[src/rtl/serv_rf_ram_clr.sv]
// Register-file RAM for the SERV RF RAM interface. It has 1-cycle read latency and
// read-before-write ordering. After reset, or on an i_clr request, it runs a sweep that
// zeroes every word.
module serv_rf_ram_clr #(
  parameter int unsigned width    = 8,
  parameter int unsigned csr_regs = 4,
  parameter int unsigned depth    = 32 * (32 + csr_regs) / width,
  localparam int unsigned aw      = $clog2(depth)
) (
  input  logic             i_clk,
  input  logic             i_rst,
  input  logic             i_clr,
  output logic             o_busy,
  input  logic [aw-1:0]    i_waddr,
  input  logic [width-1:0] i_wdata,
  input  logic             i_wen,
  input  logic [aw-1:0]    i_raddr,
  output logic [width-1:0] o_rdata
);

  typedef enum logic {StClear, StRun} state_e;

  // Terminal sweep address is depth-1, which need not be 2^aw-1.
  localparam logic [aw-1:0] LastAddr = aw'(depth - 1);

  state_e           state_q, state_d;
  logic [aw-1:0]    clr_addr_q, clr_addr_d;
  logic [width-1:0] rdata_q, rdata_d;

  logic [width-1:0] mem_q [depth];

  logic             mem_we;
  logic [aw-1:0]    mem_waddr;
  logic [width-1:0] mem_wdata;

  logic waddr_ok, raddr_ok;
  assign waddr_ok = 32'(i_waddr) < depth;
  assign raddr_ok = 32'(i_raddr) < depth;

  // Next-state and memory write port selection. The sweep owns the write port while clearing.
  always_comb begin
    state_d    = state_q;
    clr_addr_d = clr_addr_q;
    rdata_d    = '0;
    mem_we     = 1'b0;
    mem_waddr  = i_waddr;
    mem_wdata  = i_wdata;
    unique case (state_q)
      StClear: begin
        if (i_clr) begin
          // Restart the sweep; nothing is written on this edge.
          clr_addr_d = '0;
        end else begin
          mem_we    = 1'b1;
          mem_waddr = clr_addr_q;
          mem_wdata = '0;
          if (clr_addr_q == LastAddr) begin
            state_d    = StRun;
            clr_addr_d = '0;
          end else begin
            clr_addr_d = clr_addr_q + aw'(1);
          end
        end
      end
      StRun: begin
        if (i_clr) begin
          // A clear request wins over a write on the same edge.
          state_d    = StClear;
          clr_addr_d = '0;
        end else begin
          mem_we = i_wen && waddr_ok;
          if (raddr_ok) rdata_d = mem_q[i_raddr];
        end
      end
      default: state_d = StClear;
    endcase
  end

  // Control state and read data register. These are the only state elements that reset.
  always_ff @(posedge i_clk or posedge i_rst) begin
    if (i_rst) begin
      state_q    <= StClear;
      clr_addr_q <= '0;
      rdata_q    <= '0;
    end else begin
      state_q    <= state_d;
      clr_addr_q <= clr_addr_d;
      rdata_q    <= rdata_d;
    end
  end

  // Storage array. It has no reset; only the sweep clears it.
  always_ff @(posedge i_clk) begin
    if (mem_we) mem_q[mem_waddr] <= mem_wdata;
  end

  assign o_busy  = (state_q == StClear);
  assign o_rdata = rdata_q;

endmodule

[config.mk]
export PLATFORM = sky130hd
export DESIGN_NAME = serv_rf_ram_clr
export DESIGN_NICKNAME = d
export VERILOG_FILES = /design/src/rtl/serv_rf_ram_clr.sv
export SDC_FILE = /design/constraint.sdc
export NUM_CORES = 1
export LEC_CHECK = 0
export BUFFER_PORTS_ARGS = -buffer_cell sky130_fd_sc_hd__buf_2
export CORE_MARGIN = 5
export CORE_UTILIZATION = 45
export DETAILED_ROUTE_END_ITERATION = 8
export HOLD_SLACK_MARGIN = 0.05
export PLACE_DENSITY_LB_ADDON = 0.3
export SYNTH_ARGS = -nofsm -noshare
export SYNTH_HDL_FRONTEND = slang
export SYNTH_SLANG_ARGS = --single-unit
[constraint.sdc]
create_clock -name i_clk -period 3.7 [get_ports i_clk]
set_input_delay 0.74 -clock i_clk [delete_from_list [all_inputs] [get_ports i_clk]]
set_output_delay 0.74 -clock i_clk [all_outputs]
set_load 0.1 [all_outputs]
==> results of run 1 <==
## worst max-delay path by stage
stage,slack [ns],end
after floorplan,0.93,mem_q[76][0]
after global placement,0.07,o_rdata[3]
after detailed placement,0.15,o_rdata[3]
after CTS,0.80,mem_q[34][6]
after global routing,0.74,o_rdata[2]
final,0.77,mem_q[34][6]
## kinds of logic (layout without fill, tap and decap cells)
logic type,Yosys count,count (layout),share of synthesized area
AOI/OAI and AO/OA,167,167,0.0244
DFF,1169,1169,0.761
buffers and inverters,122,540,0.0191
and+or+nand+nor,343,343,0.0335
muxes,429,429,0.161
xor gates and xnor gates,3,3,0.000571
adders and majority gates,1,1,0.000272
## stage by stage
| step | cell area (µm²) | power (µW) | hold slack [ns] | worst slack (ns) | std cells |
|---|---|---|---|---|---|
| after floorplan | 46000 | 15700 | 0.514 | 0.926 | 2234 |
| after global placement | 49500 | 16200 | 0.552 | 0.0681 | 3807 |
| after detailed placement | 49500 | 16300 | 0.560 | 0.146 | 3807 |
| after CTS | 53200 | 27600 | 0.216 | 0.798 | 4020 |
| after global routing | 53200 | 28200 | 0.270 | 0.739 | 4020 |
| final | 53200 | 27400 | 0.250 | 0.773 | 4020 |
## cell usage in the layout, fill, tap and decap left out, types with 25 or more instances in the layout
cell       instances
edfxtp_1        1152
buf_4            266
mux4_2           247
nor2_1           162
mux2i_1          155
clkbuf_16        117
nand2_1           66
a22oi_1           58
nand3_1           35
buf_2             33
o21ai_0           32
clkinv_1          30
mux2_2            26
clkbuf_1          25
## state kept, by name, summed over array words and instances (netlist names)
| name | cells |
|---|---|
| state_q | 1 |
| mem_q | 1152 |
| o_rdata | 8 |
| clr_addr_q | 8 |
## cell type report
cell class / instances / area [µm²]
Sequential cell: 1169 / 35000
Fill cell: 7912 / 48500
Multi-Input combinational cell: 943 / 10200
Inverter: 3 / 11.3
Tap cell: 1368 / 1710
Clock buffer: 142 / 3020
Clock inverter: 71 / 671
Timing Repair Buffer: 324 / 2650
## metal layers
metal	track usage	part of all wire	wire length, µm	vias up
met3	0.0446	0.089	9920	170
met2	0.321	0.47	52600	1038
li1	-	-	-	9871
met1	0.305	0.42	46600	12427
met4	0.0550	0.025	2830	0
met5	0	0	0	-
## power breakdown
group          internal [µW]  switching (µW)  leakage [µW]
sequential             14600            9.33        0.0107
combinational            521             871       0.00507
clock                   6610            4810       0.00180
## worst max-delay path, delay by kind of cell (launching register included)
kind	cells	cell delay, ns
and+or+nand+nor	4	1.13
DFF	1	0.53
buffers and inverters	2	0.59
muxes	1	0.37
==> flow_metrics.env, run 1 <==
export IMPL_io_buffers=36
export IMPL_netlist_area_um2=46000
export IMPL_cts_sinks=1169
export IMPL_nNetsFinal=2586
export IMPL_crit_path_end_kind="flip-flop"
export IMPL_setup_violations_final=0
export IMPL_synth_seq_cells=1169
export IMPL_insertion_delay_ns=0.68
export IMPL_ys_seq_area_frac=0.761
export IMPL_finalHoldViolations=0
export IMPL_grt_pass1_wl_mm=166
export IMPL_n_antenna_cell=0
export IMPL_yosys_area_top_type_share=0.751
export IMPL_yosysMostFrequentCell="edfxtp_1"
export IMPL_crit_path_cell_trace="or2_1 -> mux2i_1 -> and3_1 -> nand2_1 -> buf_4 -> nor2_1 -> buf_4"
export IMPL_area_growth_pct=15.6
export IMPL_place_congestion=0.856
export IMPL_syn_nets=2263
export IMPL_synth_area_leaders="edfxtp_1 (75%), mux4_2 (12%), mux2i_1 (3.4%), nor2_1 (1.3%), a22oi_1 (0.95%)"
export IMPL_htreeDepth=3
export IMPL_slew_limit_headroom=0.392
export IMPL_drc=0
export IMPL_critical_path_startpoint_type="flip-flop"
export IMPL_grt_overflow_total=0
export IMPL_outcome="completed"
export IMPL_track_usage=0.208
export IMPL_synth_cells=2234
export IMPL_slowest_stage="dfrtp_1"
export IMPL_yosysTopAreaCell="edfxtp_1"
export IMPL_ant_nets=0
export IMPL_grt_pass1_vias=23873
export IMPL_num_vias=23506
export IMPL_cts_hold_buf=0
export IMPL_row_count=117
export IMPL_clk_pin_slew_worst_paths_ns=0.06
export IMPL_final_layout_size_suffix_gt1_frac=0.290
export IMPL_vias_per_cell=5.85
export IMPL_cp_max_fo=10
export IMPL_fmax_ghz=0.342
export IMPL_reg2reg_from="state_q"
export IMPL_worstSetupPathType="flip-flop to flip-flop"
export IMPL_die_w_um=330
export IMPL_async_flop_share=0.0145
export IMPL_drv_slew=0
export IMPL_synth_edf_count=1152
export IMPL_cap_viol_max_count=0
export IMPL_die_area_um2=109000
export IMPL_cts_resized=0
export IMPL_initial_core_util=0.452
export IMPL_fin_util=0.523
export IMPL_cp_data_required_time_ns=4.08
export IMPL_first_iter_violations=2904
export IMPL_crit_top_cell="buf_4"
export IMPL_cts_tree="done"
export IMPL_synth_common_cells="edfxtp_1 (1152), mux4_2 (247), nor2_1 (162)"
export IMPL_dr_pass1_iters=5
export IMPL_ios=37
export IMPL_hold_path_class="primary input to asynchronous set/reset pin"
export IMPL_fin_worst_skew_ns=0.0206
export IMPL_leakage_uw=0.0176
export IMPL_r2r_end="mem_q[34][6]"
export IMPL_worstSetupStartpoint="state_q"
export IMPL_rrSetupSlack_ns=0.77
export IMPL_cts_setup_buffers=0
export IMPL_die_h_um=330
export IMPL_grt_start_max_net_pins=73
export IMPL_synth_ff_type="edfxtp_1"
export IMPL_p_per_area_nw_per_um2=515
export IMPL_yosysUniqueCellTypes=50
export IMPL_finalCritPeriodShare=0.791
export IMPL_syn_avg_cell_area_um2=20.6
export IMPL_cts_root_buf="clkbuf_16"
export IMPL_ir_worst_vdd_v=0.000371
export IMPL_wirelength_mm=112
export IMPL_finalCriticalPeriod_ns=2.93
export IMPL_slowest_delay_ns=0.53
export IMPL_coreArea_um2=102000
export IMPL_worst_slew_pin_slew_ns=0.910
export IMPL_antenna_found_initial=2
export IMPL_cts_made_buffers=116
export IMPL_dpl_hpwl_mm=72.3
export IMPL_rsz0062_at_grt="false"
export IMPL_wl_per_cell_um=27.9
export IMPL_r2r_cells=7
export IMPL_yosys_warnings=0
export IMPL_tns_ns=0
export IMPL_clock_path_buffers=3
export IMPL_cp_arrival_ns=3.31
(Power assumes the default switching activity.)
==> run 2: changes to the inputs <==
Clock period 3.7 ns to 2.4 ns, I/O delays scaled along.
==> run 2 against run 1 <==
Against the previous run: non-clock buffer count is 152 higher; clock skew rose by 0.015 ns; flip-flop and latch count unchanged; global-route usage is 0.26 points higher; combinational power grew 73%; via count is 2.3% higher; power up 56%; critical endpoint is now mem_q[100][6].
==> flow_metrics.env, run 2 (synthesis gave the netlist of run 1 again) <==
export IMPL_outcome="completed"
export IMPL_power_switching_uw=8880
export IMPL_worstSetupPathType="flip-flop to flip-flop"
export IMPL_setup_ws_ns=0.0662
export IMPL_grt_pass1_wl_mm=167
export IMPL_layout_commonest_cell="edfxtp_1"
export IMPL_finalHoldViolations=0
export IMPL_place_congestion=0.903
export IMPL_combPwrFrac=0.056
export IMPL_sw_frac_of_total=0.207
export IMPL_cts_made_buffers=114
export IMPL_rrSetupSlack_ns=0.07
export IMPL_die_w_um=330
export IMPL_coreArea_um2=102000
export IMPL_ant_nets=0
export IMPL_leakage_uw=0.0186
export IMPL_critical_path_startpoint_type="flip-flop"
export IMPL_dp_worst_setup_slack_ns=-0.389
export IMPL_dr_pass1_iters=7
export IMPL_cts_setup_buffers=0
export IMPL_drv_slew=0
export IMPL_row_count=117
export IMPL_ios=37
export IMPL_crit_path_end_kind="flip-flop"
export IMPL_slowest_delay_ns=0.41
export IMPL_largest_reg_flops=1152
export IMPL_antenna_found_initial=3
export IMPL_slew_limit_headroom=0.386
export IMPL_cts_root_buf="clkbuf_16"
export IMPL_vias_per_cell=5.76
export IMPL_area_growth_pct=19.6
export IMPL_cp_arrival_ns=2.71
export IMPL_fmax_ghz=0.428
export IMPL_grt_start_max_net_pins=145
export IMPL_htreeDepth=3
export IMPL_clock_path_buffers=3
export IMPL_cp_data_required_time_ns=2.77
export IMPL_ir_worst_vdd_v=0.000718
export IMPL_wl_per_cell_um=27.3
export IMPL_final_layout_size_suffix_gt1_frac=0.334
export IMPL_die_h_um=330
export IMPL_finalCriticalPeriod_ns=2.33
export IMPL_first_iter_violations=2631
export IMPL_cp_max_fo=8
export IMPL_num_vias=24037
export IMPL_p_per_area_nw_per_um2=778
export IMPL_grt_overflow_total=0
export IMPL_initial_core_util=0.452
export IMPL_clk_pin_slew_worst_paths_ns=0.06
export IMPL_dpl_hpwl_mm=74.6
export IMPL_hold_path_class="primary input to flip-flop"
export IMPL_grt_pass1_vias=24475
export IMPL_intPower_uw=34000
export IMPL_layout_common_cells="edfxtp_1 (1152), buf_4 (370), mux4_2 (247)"
export IMPL_finalNonFillerCells=4171
export IMPL_cap_viol_max_count=0
export IMPL_nNetsFinal=2736
export IMPL_track_usage=0.210
export IMPL_setup_violations_final=0
export IMPL_post_place_cells=3958
export IMPL_regMostFlops="mem_q"
export IMPL_worst_slew_pin_slew_ns=0.920
export IMPL_slowest_stage="dfrtp_1"
export IMPL_cts_sinks=1169
export IMPL_finalCritPeriodShare=0.972
export IMPL_wirelength_mm=114
export IMPL_cts_tree="done"
export IMPL_fin_worst_skew_ns=0.0355
export IMPL_crit_path_cell_trace="buf_4 -> mux2_2 -> nor3_1 -> buf_4 -> nand2_1 -> buf_12 -> nor2_1 -> buf_6"
export IMPL_crit_top_cell="buf_4"
export IMPL_insertion_delay_ns=0.69
export IMPL_power_frac_seq=0.525
export IMPL_drc=0
export IMPL_die_area_um2=109000
export IMPL_io_buffers=36
export IMPL_clkPwrFrac=0.419
==> run 2: cell count changes in the layout (fill, tap and decap cells not counted), moves of 3 or more <==
cell	delta
buf_12	+44
clkinv_2	+6
buf_4	+104
nor2_1	-3
nor2_2	+3
clkbuf_1	-8
bufinv_16	+4
buf_6	+3
==> run 2: power groups by stage <==
| stage | clock (µW) | combinational, µW | sequential (µW) |
|---|---|---|---|
| 6_report | 18000 | 2410 | 22500 |
| 5_1_grt | 19100 | 2540 | 22500 |
| 4_1_cts | 18300 | 2410 | 22500 |
| 3_5_place_dp | 0 | 2400 | 22900 |
| 3_3_place_gp | 0 | 2350 | 22900 |
| 2_1_floorplan | 0 | 1310 | 22900 |
==> run 2: area by class of cell <==
cell class              count  area (µm²)
multi-input cells         943       10200
clock inverters            79         837
repair buffers            476        4350
well taps                1368        1710
inverters                   3        11.3
diodes                      1        2.50
fillers                  7716       46700
clock buffers             132        2940
flip-flops and latches   1169       35000
==> run 2: final timing paths <==
check | start | depth (start not counted) | endpoint
min in group asynchronous | i_rst | 3 | state_q
max in group asynchronous | i_rst | 3 | o_rdata[5]
max | state_q | 8 | mem_q[100][6]
min reg2reg | clr_addr_q[5] | 1 | clr_addr_q[5]
max reg2reg | state_q | 8 | mem_q[100][6]
min | i_clr | 3 | clr_addr_q[4]
==> run 2: worst max-delay path: cells and delay by family (launching register included) <==
kind                   cells  cell delay [ns]
multiplexers               1             0.35
buffers and inverters      4             0.74
AND/OR/NAND/NOR            3             0.49
flip-flops                 1             0.41
==> run 2: metal layers <==
layer  GRT usage  up-vias  share of wire
met1       0.301    12657           0.41
li1            -    10174              -
met4      0.0625        4          0.028
met2       0.331     1040           0.47
met3      0.0442      162          0.093
met5           0        -        0.00029
==> run 2: stage by stage <==
step	util	hold WS [ns]	power [µW]	instance area (µm²)	TNS [ns]
after floorplan	-	0.406	24200	46000	-193.45
after global placement	0.504	0.561	25300	51200	-15.81
after detailed placement	0.504	0.580	25300	51200	-80.15
after CTS	0.541	0.0963	43200	55000	0
after global routing	0.541	0.173	44100	55100	-0.0250
final	0.541	0.167	42800	55100	0
==> run 2: timing repair <==
item,4_1_cts,5_1_grt
endpoints found under the hold margin,17,0
setup endpoints to repair,0,806
gates resized for setup,0,11
hold buffers,1,0
